**src/rtl/jtcps1_gfx_rom_arb_pkg.sv**
```systemverilog
// Shared constants and types for the CPS1 graphics ROM arbiter: widths,
// layer/type codes and FSM state encoding.
package jtcps1_gfx_rom_arb_pkg;

    localparam int AW     = 23;
    localparam int DW     = 32;
    localparam int NLAYER = 4;
    localparam int LAW    = 20;

    typedef enum logic [1:0] {
        LAYER_OBJ  = 2'd0,
        LAYER_SCR1 = 2'd1,
        LAYER_SCR2 = 2'd2,
        LAYER_SCR3 = 2'd3
    } layer_t;

    typedef enum logic [1:0] {
        ST_IDLE = 2'd0,
        ST_MAP  = 2'd1,
        ST_WAIT = 2'd2,
        ST_DONE = 2'd3
    } state_t;

    // ROM type field A[22:20] is the layer index zero-extended
    function automatic logic [2:0] layer_type(input logic [1:0] layer);
        return {1'b0, layer};
    endfunction

endpackage

```
**src/rtl/jtcps1_gfx_rom_arb_if.sv**
```systemverilog
// Bus bundle between the arbiter, the layer engines, the bank mapper and the
// SDRAM controller. master = arbiter side, slave = everything around it.
interface jtcps1_gfx_rom_arb_if;
    import jtcps1_gfx_rom_arb_pkg::*;

    logic [NLAYER-1:0]     req;
    logic [NLAYER*LAW-1:0] addr;
    logic [NLAYER-1:0]     ok;
    logic [DW-1:0]         gfx_data;
    logic [2:0]            map_type;
    logic [9:0]            map_code;
    logic [9:0]            map_bank;
    logic [AW-1:0]         rom_addr;
    logic                  rom_cs;
    logic                  rom_ok;
    logic [DW-1:0]         rom_data;

    modport master (
        input  req, addr, map_bank, rom_ok, rom_data,
        output ok, gfx_data, map_type, map_code, rom_addr, rom_cs
    );

    modport slave (
        output req, addr, map_bank, rom_ok, rom_data,
        input  ok, gfx_data, map_type, map_code, rom_addr, rom_cs
    );

endinterface

```
**src/rtl/jtcps1_gfx_rom_arb_rr_arb.sv**
```systemverilog
// 4-way round-robin picker: search starts at the layer after the last winner
// and wraps, so the last winner has the lowest priority.
module jtcps1_rr_arb (
    input  logic [3:0] req_i,
    input  logic [1:0] last_i,
    output logic [1:0] grant_o,
    output logic       any_o
);

    logic [1:0] idx;

    always_comb begin
        grant_o = '0;
        idx     = '0;
        // Scan farthest-first so the nearest requester after last_i overrides
        for (int k = 4; k >= 1; k--) begin
            idx = last_i + 2'(k);
            if (req_i[idx]) grant_o = idx;
        end
        any_o = |req_i;
    end

endmodule

```
**src/rtl/jtcps1_gfx_rom_arb.sv**
```systemverilog
// Graphics ROM arbiter: picks one of four layers, resolves its bank through
// the external mapper, runs one SDRAM read and returns the data with ok.
module jtcps1_gfx_rom_arb
    import jtcps1_gfx_rom_arb_pkg::*;
(
    input  logic                  clk,
    input  logic                  rst,
    jtcps1_gfx_rom_arb_if.master  bus
);

    logic [LAW-1:0] layer_addr [NLAYER];

    for (genvar gi = 0; gi < NLAYER; gi++) begin : g_addr
        assign layer_addr[gi] = bus.addr[LAW*gi +: LAW];
    end

    logic [1:0] grant;
    logic       any_req;

    state_t          state_q;
    logic [1:0]      last_q;
    logic [1:0]      winner_q;
    logic            first_q;
    logic [3:0]      ok_q;
    logic [DW-1:0]   gfx_data_q;
    logic [2:0]      map_type_q;
    logic [9:0]      map_code_q;
    logic [AW-1:0]   rom_addr_q;
    logic            rom_cs_q;

    jtcps1_rr_arb u_rr (
        .req_i   (bus.req),
        .last_i  (last_q),
        .grant_o (grant),
        .any_o   (any_req)
    );

    always_ff @(posedge clk or posedge rst) begin
        if (rst) begin
            state_q    <= ST_IDLE;
            // Last winner starts at SCR3 so OBJ is first in line after reset
            last_q     <= 2'd3;
            winner_q   <= 2'd0;
            first_q    <= 1'b0;
            ok_q       <= '0;
            gfx_data_q <= '0;
            map_type_q <= '0;
            map_code_q <= '0;
            rom_addr_q <= '0;
            rom_cs_q   <= 1'b0;
        end else begin
            case (state_q)
                ST_IDLE: begin
                    if (any_req) begin
                        winner_q   <= grant;
                        map_type_q <= layer_type(grant);
                        map_code_q <= layer_addr[grant][19:10];
                        state_q    <= ST_MAP;
                    end
                end
                ST_MAP: begin
                    rom_addr_q <= {map_type_q, bus.map_bank, layer_addr[winner_q][9:0]};
                    rom_cs_q   <= 1'b1;
                    first_q    <= 1'b1;
                    state_q    <= ST_WAIT;
                end
                ST_WAIT: begin
                    // rom_ok in the first cycle may still belong to the previous access
                    if (first_q) begin
                        first_q <= 1'b0;
                    end else if (bus.rom_ok) begin
                        rom_cs_q   <= 1'b0;
                        gfx_data_q <= bus.rom_data;
                        ok_q       <= 4'b0001 << winner_q;
                        state_q    <= ST_DONE;
                    end
                end
                ST_DONE: begin
                    ok_q    <= '0;
                    last_q  <= winner_q;
                    state_q <= ST_IDLE;
                end
                default: state_q <= ST_IDLE;
            endcase
        end
    end

    assign bus.ok       = ok_q;
    assign bus.gfx_data = gfx_data_q;
    assign bus.map_type = map_type_q;
    assign bus.map_code = map_code_q;
    assign bus.rom_addr = rom_addr_q;
    assign bus.rom_cs   = rom_cs_q;

endmodule

```
**src/flat_wrapper.sv**
```systemverilog
// flat-port wrapper written by rule: the top's interface ports become plain ports
module jtcps1_gfx_rom_arb_flat import jtcps1_gfx_rom_arb_pkg::*;
  (clk, rst, bus_req, bus_addr, bus_map_bank, bus_rom_ok, bus_rom_data, bus_ok, bus_gfx_data, bus_map_type, bus_map_code, bus_rom_addr, bus_rom_cs);
  jtcps1_gfx_rom_arb_if bus_i ();
  input  logic clk;
  input  logic rst;
  input wire logic [$bits(bus_i.req)-1:0] bus_req;
  input wire logic [$bits(bus_i.addr)-1:0] bus_addr;
  input wire logic [$bits(bus_i.map_bank)-1:0] bus_map_bank;
  input wire logic [$bits(bus_i.rom_ok)-1:0] bus_rom_ok;
  input wire logic [$bits(bus_i.rom_data)-1:0] bus_rom_data;
  output wire logic [$bits(bus_i.ok)-1:0] bus_ok;
  output wire logic [$bits(bus_i.gfx_data)-1:0] bus_gfx_data;
  output wire logic [$bits(bus_i.map_type)-1:0] bus_map_type;
  output wire logic [$bits(bus_i.map_code)-1:0] bus_map_code;
  output wire logic [$bits(bus_i.rom_addr)-1:0] bus_rom_addr;
  output wire logic [$bits(bus_i.rom_cs)-1:0] bus_rom_cs;
  assign bus_i.req = bus_req;
  assign bus_i.addr = bus_addr;
  assign bus_i.map_bank = bus_map_bank;
  assign bus_i.rom_ok = bus_rom_ok;
  assign bus_i.rom_data = bus_rom_data;
  assign bus_ok = bus_i.ok;
  assign bus_gfx_data = bus_i.gfx_data;
  assign bus_map_type = bus_i.map_type;
  assign bus_map_code = bus_i.map_code;
  assign bus_rom_addr = bus_i.rom_addr;
  assign bus_rom_cs = bus_i.rom_cs;
  jtcps1_gfx_rom_arb u_core (.clk(clk), .rst(rst), .bus(bus_i));
endmodule
```
**config.mk**
```make
export PLATFORM = sky130hd
export DESIGN_NAME = jtcps1_gfx_rom_arb_flat
export DESIGN_NICKNAME = d
export VERILOG_FILES = /design/src/rtl/jtcps1_gfx_rom_arb_pkg.sv /design/src/rtl/jtcps1_gfx_rom_arb_if.sv /design/src/rtl/jtcps1_gfx_rom_arb_rr_arb.sv /design/src/rtl/jtcps1_gfx_rom_arb.sv /design/src/flat_wrapper.sv
export SDC_FILE = /design/constraint.sdc
export NUM_CORES = 1
export LEC_CHECK = 0
export BUFFER_PORTS_ARGS = -buffer_cell sky130_fd_sc_hd__buf_2
export CORE_UTILIZATION = 49
export DETAILED_ROUTE_END_ITERATION = 10
export PLACE_DENSITY = 0.92
export REMOVE_ABC_BUFFERS = 1
export SYNTH_ARGS = -nofsm -noshare
export SYNTH_HDL_FRONTEND = slang
export SYNTH_SLANG_ARGS = --single-unit
export TNS_END_PERCENT = 30
```
**constraint.sdc**
```tcl
create_clock -name clk -period 4.81 [get_ports clk]
set_input_delay 0.481 -clock clk [delete_from_list [all_inputs] [get_ports clk]]
set_output_delay 0.481 -clock clk [all_outputs]
set_load 0.01 [all_outputs]
```
# Word level (Yosys, flattened, before mapping)
# Index checks and enable logic that the tools add are counted.
[word_totals] output_inout_bits=73 register_bits=76 wordCells=66
[op_classes] add_sub_neg=3 n_shift=1 n_bitwise=3 mux=29 reduce_logical=9 n_eq_ne=6 magnitude_cmp=6
[op_table] operator="binary-select mux 20 bit (select 2 bit)" count=2
[op_table] operator="two-way mux 20 bit" count=2
[op_table] operator="two-way mux 10 bit" count=2
[op_table] operator="two-way mux 2 bit" count=7
[op_table] operator="< comparator 2 x 3 -> 1 bit (second input constant)" count=4
[op_table] operator="AND reduction 3 bit" count=4
[op_table] operator="binary-select mux 1 bit (select 2 bit)" count=4
[op_table] operator="two-way mux 4 bit" count=2
[op_table] operator="case mux 2 bit (4 select lines)" count=1
[op_table] operator="case mux 4 bit (2 select lines)" count=1
[op_table] operator=">= comparator 3 bit (second input constant)" count=2
[op_table] operator="two-way mux 1 bit" count=6
[op_table] operator="NOT 2 -> 3 bit" count=2
[op_table] operator="adder 2 bit (second input constant)" count=2
[op_table] operator="equality test 2 bit (second input constant)" count=2
[op_table] operator="inequality test 2 bit (second input constant)" count=2
[op_table] operator="case mux 1 bit (2 select lines)" count=2
[op_table] operator="nonzero test 2 bit" count=2
[op_table] operator="OR reduction 4 bit" count=1
[op_table] operator="<< shifter 1 x 2 -> 4 bit (first input constant)" count=1
[op_table] operator="adder 2 x 1 -> 2 bit (second input constant)" count=1
[op_table] operator="equality test 2 x 1 -> 1 bit (second input constant)" count=1
[op_table] operator="logical NOT 2 bit" count=1
[op_table] operator="inequality test 2 x 1 -> 1 bit (second input constant)" count=1
[op_table] operator="other kinds (2)" count=2

# Longest topological paths before layout
# Gate-level depths: netlist of the first run.
[logic_depth] word_depth=10 ltp_mapped=7 depth_no_buf=5

# Cells and area by module
# Synthesis of the first run repeated with hierarchy kept, for this count alone.
[unflattened] hier_cells=251 hier_area_um2=3612.2
[by_module_without_submodules] module="jtcps1_gfx_rom_arb" seq_area_each_um2=1904.3 cells_each=237 area_per_inst_um2=3520.9 n_inst=1
[by_module_without_submodules] module="jtcps1_rr_arb" seq_area_each_um2=0.0 cells_each=14 area_per_inst_um2=91.3 n_inst=1

# Least setup slack after synthesis of the first run
# OpenSTA, ideal clock, no wires.
[synth_timing] kind="input to register" from="input port bus_req[0]" to="register u_core.map_code_q[1] (netlist: u_core.bus.map_code[1])" slack_ns=3.029 stages=6 path_buffers=1 t_arrival_ns=1.645 cell_sequence="o21ai_1 a21oi_1 or3_1 buf_6 a2111oi_2 a211oi_2"
[synth_between] elab_chain_len=10
[synth_lines] item="from (decl)" line="flat_wrapper.sv:7" source="input wire logic [$bits(bus_i.req)-1:0] bus_req;"
[synth_lines] item="binary-select mux 1 bit (select 2 bit)" line="jtcps1_gfx_rom_arb_rr_arb.sv:18" source="if (req_i[idx]) grant_o = idx;"
[synth_lines] item="two-way mux 1 bit (implied by the code)" line="jtcps1_gfx_rom_arb_rr_arb.sv:18"
[synth_lines] item="two-way mux 2 bit (4 in series)" line="jtcps1_gfx_rom_arb_rr_arb.sv:18"
[synth_lines] item="NOT 2 -> 3 bit (implied by the code)" line="jtcps1_gfx_rom_arb.sv:57" source="map_code_q <= layer_addr[grant][19:10];"
[synth_lines] item="binary-select mux 20 bit (select 2 bit)" line="jtcps1_gfx_rom_arb.sv:57"
[synth_lines] item="two-way mux 20 bit (implied by the code) (2 in series)" line="jtcps1_gfx_rom_arb.sv:57"
[synth_lines] item="to (signal assigned)" line="jtcps1_gfx_rom_arb.sv:57"
[synth_lines] item="to (decl)" line="jtcps1_gfx_rom_arb.sv:27" source="logic [9:0] map_code_q;"
# Several ways; a longest one is shown, not always the timed one. The select of a mux whose other input is x is not followed.
# A chain may end at the register's enable or synchronous reset.

# Final worst setup path of the first run
[layout_timing] from="register u_core.last_q[0]" to="register u_core.map_code_q[2] (netlist: u_core.bus.map_code[2])"
[layout_between] elab_chain_len=10
[layout_lines] item="from (decl)" line="jtcps1_gfx_rom_arb.sv:21" source="logic [1:0] last_q;"
[layout_lines] item="from (signal assigned)" line="jtcps1_gfx_rom_arb.sv:80" source="last_q <= winner_q;"
[layout_lines] item="adder 2 bit or binary-select mux 1 bit (select 2 bit) (tied branches)" line="jtcps1_gfx_rom_arb_rr_arb.sv:17, jtcps1_gfx_rom_arb_rr_arb.sv:18"
[layout_lines] item="binary-select mux 1 bit (select 2 bit) or two-way mux 1 bit (tied branches)" line="jtcps1_gfx_rom_arb_rr_arb.sv:18"
[layout_lines] item="two-way mux 1 bit (implied by the code) or two-way mux 2 bit (tied branches)" line="jtcps1_gfx_rom_arb_rr_arb.sv:18"
[layout_lines] item="two-way mux 2 bit (2 in series)" line="jtcps1_gfx_rom_arb_rr_arb.sv:18"
[layout_lines] item="two-way mux 2 bit (*)" line="jtcps1_gfx_rom_arb_rr_arb.sv:18"
[layout_lines] item="NOT 2 -> 3 bit (implied by the code) (*)" line="jtcps1_gfx_rom_arb.sv:57"
[layout_lines] item="binary-select mux 20 bit (select 2 bit) (*)" line="jtcps1_gfx_rom_arb.sv:57"
[layout_lines] item="two-way mux 20 bit (implied by the code) (*) (2 in series)" line="jtcps1_gfx_rom_arb.sv:57"
# Every way passes the cells marked *; elsewhere a longest branch is shown, timed or not. The select of a mux whose other input is x is not followed.

==> results of run 1 <==
## worst max-delay path: cells and delay by family (launching register included)
kind | cells | cell delay [ns]
and+or+nand+nor | 1 | 0.64
DFF | 1 | 0.59
AOI/OAI and AO/OA | 4 | 1.19
## per-layer routing
| layer | GRT usage (%) | up-vias | part of all wire [%] |
|---|---|---|---|
| met5 | 0 | - | 0 |
| met4 | 10.62 | 0 | 2.2 |
| met3 | 5.245 | 22 | 6.9 |
| met2 | 43.13 | 167 | 52 |
| met1 | 27.22 | 1508 | 39 |
| li1 | - | 1415 | - |
## where the power goes
group	leakage [nW]	total, mW	internal, mW	switching (mW)
clock network	0.113	0.556	0.301	0.255
registers	0.899	1.19	0.966	0.228
logic	1.44	1.51	0.762	0.752
total	2.46	3.26	2.03	1.23
## flip-flops by register name, summed over array words and instances, names as in the netlist
| register | cells |
|---|---|
| u_core.bus.gfx_data | 32 |
| u_core.bus.rom_addr | 22 |
| u_core.bus.map_code | 10 |
| u_core.bus.ok | 4 |
| u_core.last_q | 2 |
| u_core.state_q | 2 |
| u_core.winner_q | 2 |
| u_core.bus.rom_cs | 1 |
| u_core.first_q | 1 |
## final cells by class
| class | count | area (sq um) | share of cell area (%) |
|---|---|---|---|
| well taps | 99 | 123.9 | 2.451 |
| clock buffers | 9 | 123.9 | 2.451 |
| multi-input cells | 176 | 1755 | 34.74 |
| clock inverters | 7 | 105.1 | 2.080 |
| repair buffers | 201 | 1011 | 20.00 |
| inverters | 8 | 30.03 | 0.5942 |
| flip-flops and latches | 76 | 1904 | 37.68 |
## worst min-delay path by stage
stage                             from                       to
2_1_floorplan           u_core.first_q           u_core.first_q
3_3_place_gp   u_core.bus.gfx_data[15]  u_core.bus.gfx_data[15]
3_5_place_dp   u_core.bus.gfx_data[27]  u_core.bus.gfx_data[27]
4_1_cts                            rst  u_core.bus.gfx_data[25]
5_1_grt                            rst  u_core.bus.gfx_data[24]
6_report                           rst  u_core.bus.gfx_data[25]
## synth_stat cells (all sizes together) (2+ instances only)
master and n:
a2111oi 10, a211oi 9, a21oi 3, a22o 6, a32o 2, buf 16
clkbuf 5, dfrtp 74, dfstp 2, ha 4, inv 8, mux2 55
mux2i 11, mux4 10, nand2 14, nand2b 4, nor2 13, nor3 12
o21ai 7
## logic make-up (layout without fill, tap and decap cells)
family          Yosys count  count (layout)  share of synthesized area, %
mux                      76              76                         25.04
compound gates           43              43                         12.67
other cells               1               2                       0.09836
fa+ha+maj                 4               4                         1.313
buf+inv                  29             225                         4.102
simple gates             51              51                         6.827
flops                    76              76                         49.95
==> results.sh, run 1 <==
export IMPL_yosys_top_cells_area="dfrtp_1 49%, mux2_2 16%, mux4_2 5.9%"
export IMPL_gr_total_overflow=0
export IMPL_cp_arrival_ns=2.77
export IMPL_status="finished, final reports clean"
export IMPL_clkTransAtPathRegs_ns=0.09
export IMPL_final_cell_area_sq_um=5054
export IMPL_finalSetupViolations=0
export IMPL_cts_htree_levels=3
export IMPL_grt_pass1_wl_um=15200
export IMPL_worst_slack_ns=2.297
export IMPL_worstRegToRegCells=5
export IMPL_power_density_nw_per_um2=645.8
export IMPL_die_y_um=90.21
export IMPL_r2r_start="u_core.last_q[0]"
export IMPL_cts_setup_buffers=0
export IMPL_yosysSeqAreaShare_pct=49.95
export IMPL_tns_ns=0
export IMPL_num_nets_final=605
export IMPL_crit_end="u_core.bus.map_code[2]"
export IMPL_slew_violations=0
export IMPL_hp_class="primary input to async pin"
export IMPL_startpoint_type="flip-flop"
export IMPL_crit_fanout=11
export IMPL_ys_async_sr_fraction_pct=100.0
export IMPL_synth_seq_cells=76
export IMPL_rows=31
export IMPL_syn_cell_area_sq_um=3812
export IMPL_grt_setup_unrepaired="no"
export IMPL_hold_viol=0
export IMPL_nFillCells=583
export IMPL_ant_nets=0
export IMPL_tightest_slew_ns=0.9737
export IMPL_place_congestion=0.8760
export IMPL_synth_top_cell_area_share_pct=48.57
export IMPL_synth_warnings=0
export IMPL_synth_largest_area_cell="dfrtp_1"
export IMPL_layout_common_cells="199 x buf_2, 74 x dfrtp_1, 55 x mux2_2"
export IMPL_rr_endpoint="u_core.bus.map_code[2]"
export IMPL_syn_inst=280
export IMPL_synth_edff_count=0
export IMPL_start_util_pct=51.73
export IMPL_track_usage_pct=23.99
export IMPL_cts_sinks=76
export IMPL_clk_latency_ns=0.35
export IMPL_design_die_area_sq_um=8137
export IMPL_ir_drop_mv=0.2874
export IMPL_power_total_mw=3.263
export IMPL_area_growth_pct=32.56
export IMPL_grt_pass1_vias=3149
export IMPL_fin_util_pct=68.57
export IMPL_drc=0
export IMPL_crit_chain="o21ai_1 -> a21oi_1 -> or3_1 -> a2111oi_2 -> a211oi_2"
export IMPL_path_class="flip-flop to flip-flop"
export IMPL_cts_buffers=9
export IMPL_coreArea_sq_um=7370
export IMPL_syn_avg_cell_area_sq_um=13.62
export IMPL_drive_gt1_share_pct=64.99
export IMPL_synthFlopType="dfrtp_1"
export IMPL_wl_um=9552
export IMPL_max_freq_mhz=397.9
export IMPL_viasPerCell=5.403
export IMPL_pre_cts_ws_ns=2.253
export IMPL_slew_headroom_pct=35.09
export IMPL_insertedDiodeCount=0
export IMPL_dr_pass1_iters=4
export IMPL_finalCritPeriodShare_pct=52.25
export IMPL_dpl_cell_area_sq_um=4825
export IMPL_route_vias_total=3112
export IMPL_critPathCaptureType="flip-flop"
export IMPL_r2r_slack_ns=2.30
export IMPL_cts_resized=0
export IMPL_drtIter0Drc=106
export IMPL_crit_slowest_cell="a21oi_1"
export IMPL_io_buffer_count=199
export IMPL_routedWlPerCell_um=16.58
export IMPL_crit_start="u_core.last_q[0]"
export IMPL_finClkSkew_ns=0.01471
export IMPL_dp_hpwl_um=7344
export IMPL_layout_cells_non_filler=576
export IMPL_dp_cells=560
export IMPL_critical_path_max_stage_delay_ns=0.71
export IMPL_layout_commonest_cell="buf_2"
export IMPL_cts_buffer_depth=2
export IMPL_min_period_ns=2.513
export IMPL_io_pins=202
export IMPL_holdBufCountCts=0
export IMPL_ys_types=40
export IMPL_whs_ns=0.2725
export IMPL_die_w_um=90.21
export IMPL_p_leak_nw=2.456
export IMPL_cts_root_buf="clkbuf_8"
export IMPL_cts_tree="built"
export IMPL_required_ns=5.07
export IMPL_grt_antenna_before_repair=0
export IMPL_maxCapViolCount=0
export IMPL_grt_max_degree=41
(Power assumes the default switching activity.)
==> run 2, diff against run 1 <==
--- a/config.mk
+++ b/config.mk
@@ -6,9 +6,9 @@
 export NUM_CORES = 1
 export LEC_CHECK = 0
 export BUFFER_PORTS_ARGS = -buffer_cell sky130_fd_sc_hd__buf_2
-export CORE_UTILIZATION = 49
+export CORE_UTILIZATION = 45
 export DETAILED_ROUTE_END_ITERATION = 10
-export PLACE_DENSITY = 0.92
+export PLACE_DENSITY = 0.86
 export REMOVE_ABC_BUFFERS = 1
 export SYNTH_ARGS = -nofsm -noshare
 export SYNTH_HDL_FRONTEND = slang
==> constraint.sdc (replaced) <==
create_clock -name clk -period 2.4 [get_ports clk]
set_input_delay 0.24 -clock clk [delete_from_list [all_inputs] [get_ports clk]]
set_output_delay 0.24 -clock clk [all_outputs]
set_load 0.01 [all_outputs]
==> results.sh, run 2 (synthesis gave the netlist of run 1 again) <==
export IMPL_nFillCells=679
export IMPL_critical_path_max_stage_delay_ns=0.60
export IMPL_grt_pass1_wl_um=14260
export IMPL_area_growth_pct=33.34
export IMPL_routedWlPerCell_um=15.28
export IMPL_grt_setup_unrepaired="no"
export IMPL_die_w_um=94.05
export IMPL_crit_fanout=12
export IMPL_power_frac_seq_pct=37.5
export IMPL_worst_slack_ns=0.3022
export IMPL_finalSetupViolations=0
export IMPL_r2r_start="u_core.last_q[1]"
export IMPL_num_nets_final=612
export IMPL_ir_drop_mv=0.7554
export IMPL_cts_root_buf="clkbuf_8"
export IMPL_status="finished, final reports clean"
export IMPL_startpoint_type="flip-flop"
export IMPL_layout_commonest_cell="buf_2"
export IMPL_dp_hpwl_um=7029
export IMPL_gr_total_overflow=0
export IMPL_io_pins=202
export IMPL_rows=33
export IMPL_power_density_nw_per_um2=1246
export IMPL_grt_pass1_vias=3070
export IMPL_cp_depth=5
export IMPL_critPathCaptureType="flip-flop"
export IMPL_maxCapViolCount=0
export IMPL_design_die_area_sq_um=8844
export IMPL_hold_viol=0
export IMPL_cts_resized=0
export IMPL_die_y_um=94.05
export IMPL_drtIter0Drc=42
export IMPL_cts_buffer_depth=2
export IMPL_viasPerCell=5.175
export IMPL_largest_register_ff_count=32
export IMPL_cts_tree="built"
export IMPL_pre_cts_ws_ns=0.3350
export IMPL_ant_nets=0
export IMPL_path_class="flip-flop to flip-flop"
export IMPL_required_ns=2.56
export IMPL_finalCritPeriodShare_pct=87.41
export IMPL_intPower_mw=3.891
export IMPL_crit_slowest_cell="dfstp_2"
export IMPL_critPathTopFamily="compound AO/OA/AOI/OAI gates"
export IMPL_min_period_ns=2.098
export IMPL_route_vias_total=3048
export IMPL_tns_ns=0
export IMPL_drc=0
export IMPL_coreArea_sq_um=8217
export IMPL_track_usage_pct=20.85
export IMPL_grt_max_degree=47
export IMPL_max_freq_mhz=476.7
export IMPL_crit_chain="mux2i_1 -> nor2_1 -> a311o_2 -> a2111oi_2 -> a311oi_2"
export IMPL_slew_headroom_pct=46.41
export IMPL_place_congestion=0.7997
export IMPL_dr_pass1_iters=4
export IMPL_p_leak_nw=2.462
export IMPL_slew_violations=0
export IMPL_crit_end="u_core.bus.map_code[0]"
export IMPL_path_buf_inv=0
export IMPL_layout_common_cells="199 x buf_2, 74 x dfrtp_1, 55 x mux2_2"
export IMPL_insertedDiodeCount=0
export IMPL_clk_latency_ns=0.33
export IMPL_drive_gt1_share_pct=65.29
export IMPL_power_total_mw=6.336
export IMPL_p_clk_share_pct=13.9
export IMPL_r2r_slack_ns=0.30
export IMPL_finClkSkew_ns=0.01187
export IMPL_io_buffer_count=199
export IMPL_fin_util_pct=61.87
export IMPL_cts_htree_levels=3
export IMPL_worstRegToRegCells=5
export IMPL_hp_class="primary input to flip-flop"
export IMPL_start_util_pct=46.40
export IMPL_wl_um=8998
export IMPL_tightest_slew_ns=0.8022
export IMPL_cts_buffers=9
export IMPL_rr_endpoint="u_core.bus.map_code[0]"
export IMPL_grt_antenna_before_repair=0
export IMPL_cts_sinks=76
export IMPL_switching_power_mw=2.445
export IMPL_p_comb_share_pct=48.5
export IMPL_clkTransAtPathRegs_ns=0.09
export IMPL_crit_start="u_core.last_q[1]"
export IMPL_switching_share_pct=38.59
export IMPL_cp_arrival_ns=2.26
==> run 2: changes by cell type in the layout (fill, tap and decap cells not counted), sizes merged <==
cell / previous run / this run
buf: 201 / 207
clkinvlp: 1 / 4
bufinv: 2 / 0
inv: 12 / 10
clkinv: 0 / 1
dlygate4sd3: 0 / 1
==> run 2: worst reg2reg max path: cells and delay by family (launching register included) <==
kind	cells	cell delay, ns
AND/OR/NAND/NOR	1	0.08
multiplexers	1	0.24
AO/OA/AOI/OAI	3	1.01
flip-flops	1	0.60
==> run 2: timing repair <==
item,in CTS,in global routing
endpoints found under the setup margin,0,0
hold buffers,1,0
hold endpoints to repair,28,0
setup buffers,0,0
==> run 2: per-layer routing <==
metal / part of all wire [%] / wire, um / global-route usage [%] / up-vias
met1: 40 / 3561 / 24.57 / 1476
met4: 0.76 / 68 / 5.641 / 0
met5: 0 / 0 / 0 / -
met3: 6.4 / 574 / 4.045 / 11
met2: 53 / 4795 / 38.38 / 128
li1: - / - / - / 1433
==> run 2: worst min-delay path by stage <==
stage               depth (start not counted)                      to             from  slack, ns
floorplan                                   1  u_core.bus.gfx_data[0]  bus_rom_data[0]       0.39
global placement                            2  u_core.bus.map_code[1]              rst       0.31
CTS                                         2  u_core.bus.gfx_data[7]  bus_rom_data[7]       0.11
global route                                2  u_core.bus.gfx_data[7]  bus_rom_data[7]       0.11
finish                                      2  u_core.bus.gfx_data[7]  bus_rom_data[7]       0.13
detailed placement                          2  u_core.bus.map_code[7]              rst       0.32
==> run 2: metrics by stage <==
step,hold slack (ns),area (sq um),cells
floorplan,0.3907,3690,260
global placement,0.3056,4891,572
detailed placement,0.3229,4891,572
CTS,0.1142,5084,589
global route,0.1143,5084,589
finish,0.1301,5084,589
==> run 2: cell type report <==
| class | instances | area, sq um | area share [%] |
|---|---|---|---|
| sequential | 76 | 1904 | 37.46 |
| multi-input combinational | 176 | 1755 | 34.53 |
| timing repair buffer | 208 | 1079 | 21.22 |
| tap | 105 | 131.4 | 2.584 |
| clock buffer | 9 | 123.9 | 2.437 |
| clock inverter | 7 | 58.81 | 1.157 |
| inverter | 8 | 31.28 | 0.6153 |
==> run 2: power by group through the flow <==
stage / Combinational, mW / Sequential [mW] / Clock [mW]
2_1_floorplan: 1.71 / 2.63 / 0
6_report: 3.07 / 2.38 / 0.883
5_1_grt: 3.36 / 2.46 / 0.960
3_3_place_gp: 3.00 / 2.36 / 0
4_1_cts: 3.11 / 2.39 / 0.914
3_5_place_dp: 3.10 / 2.41 / 0
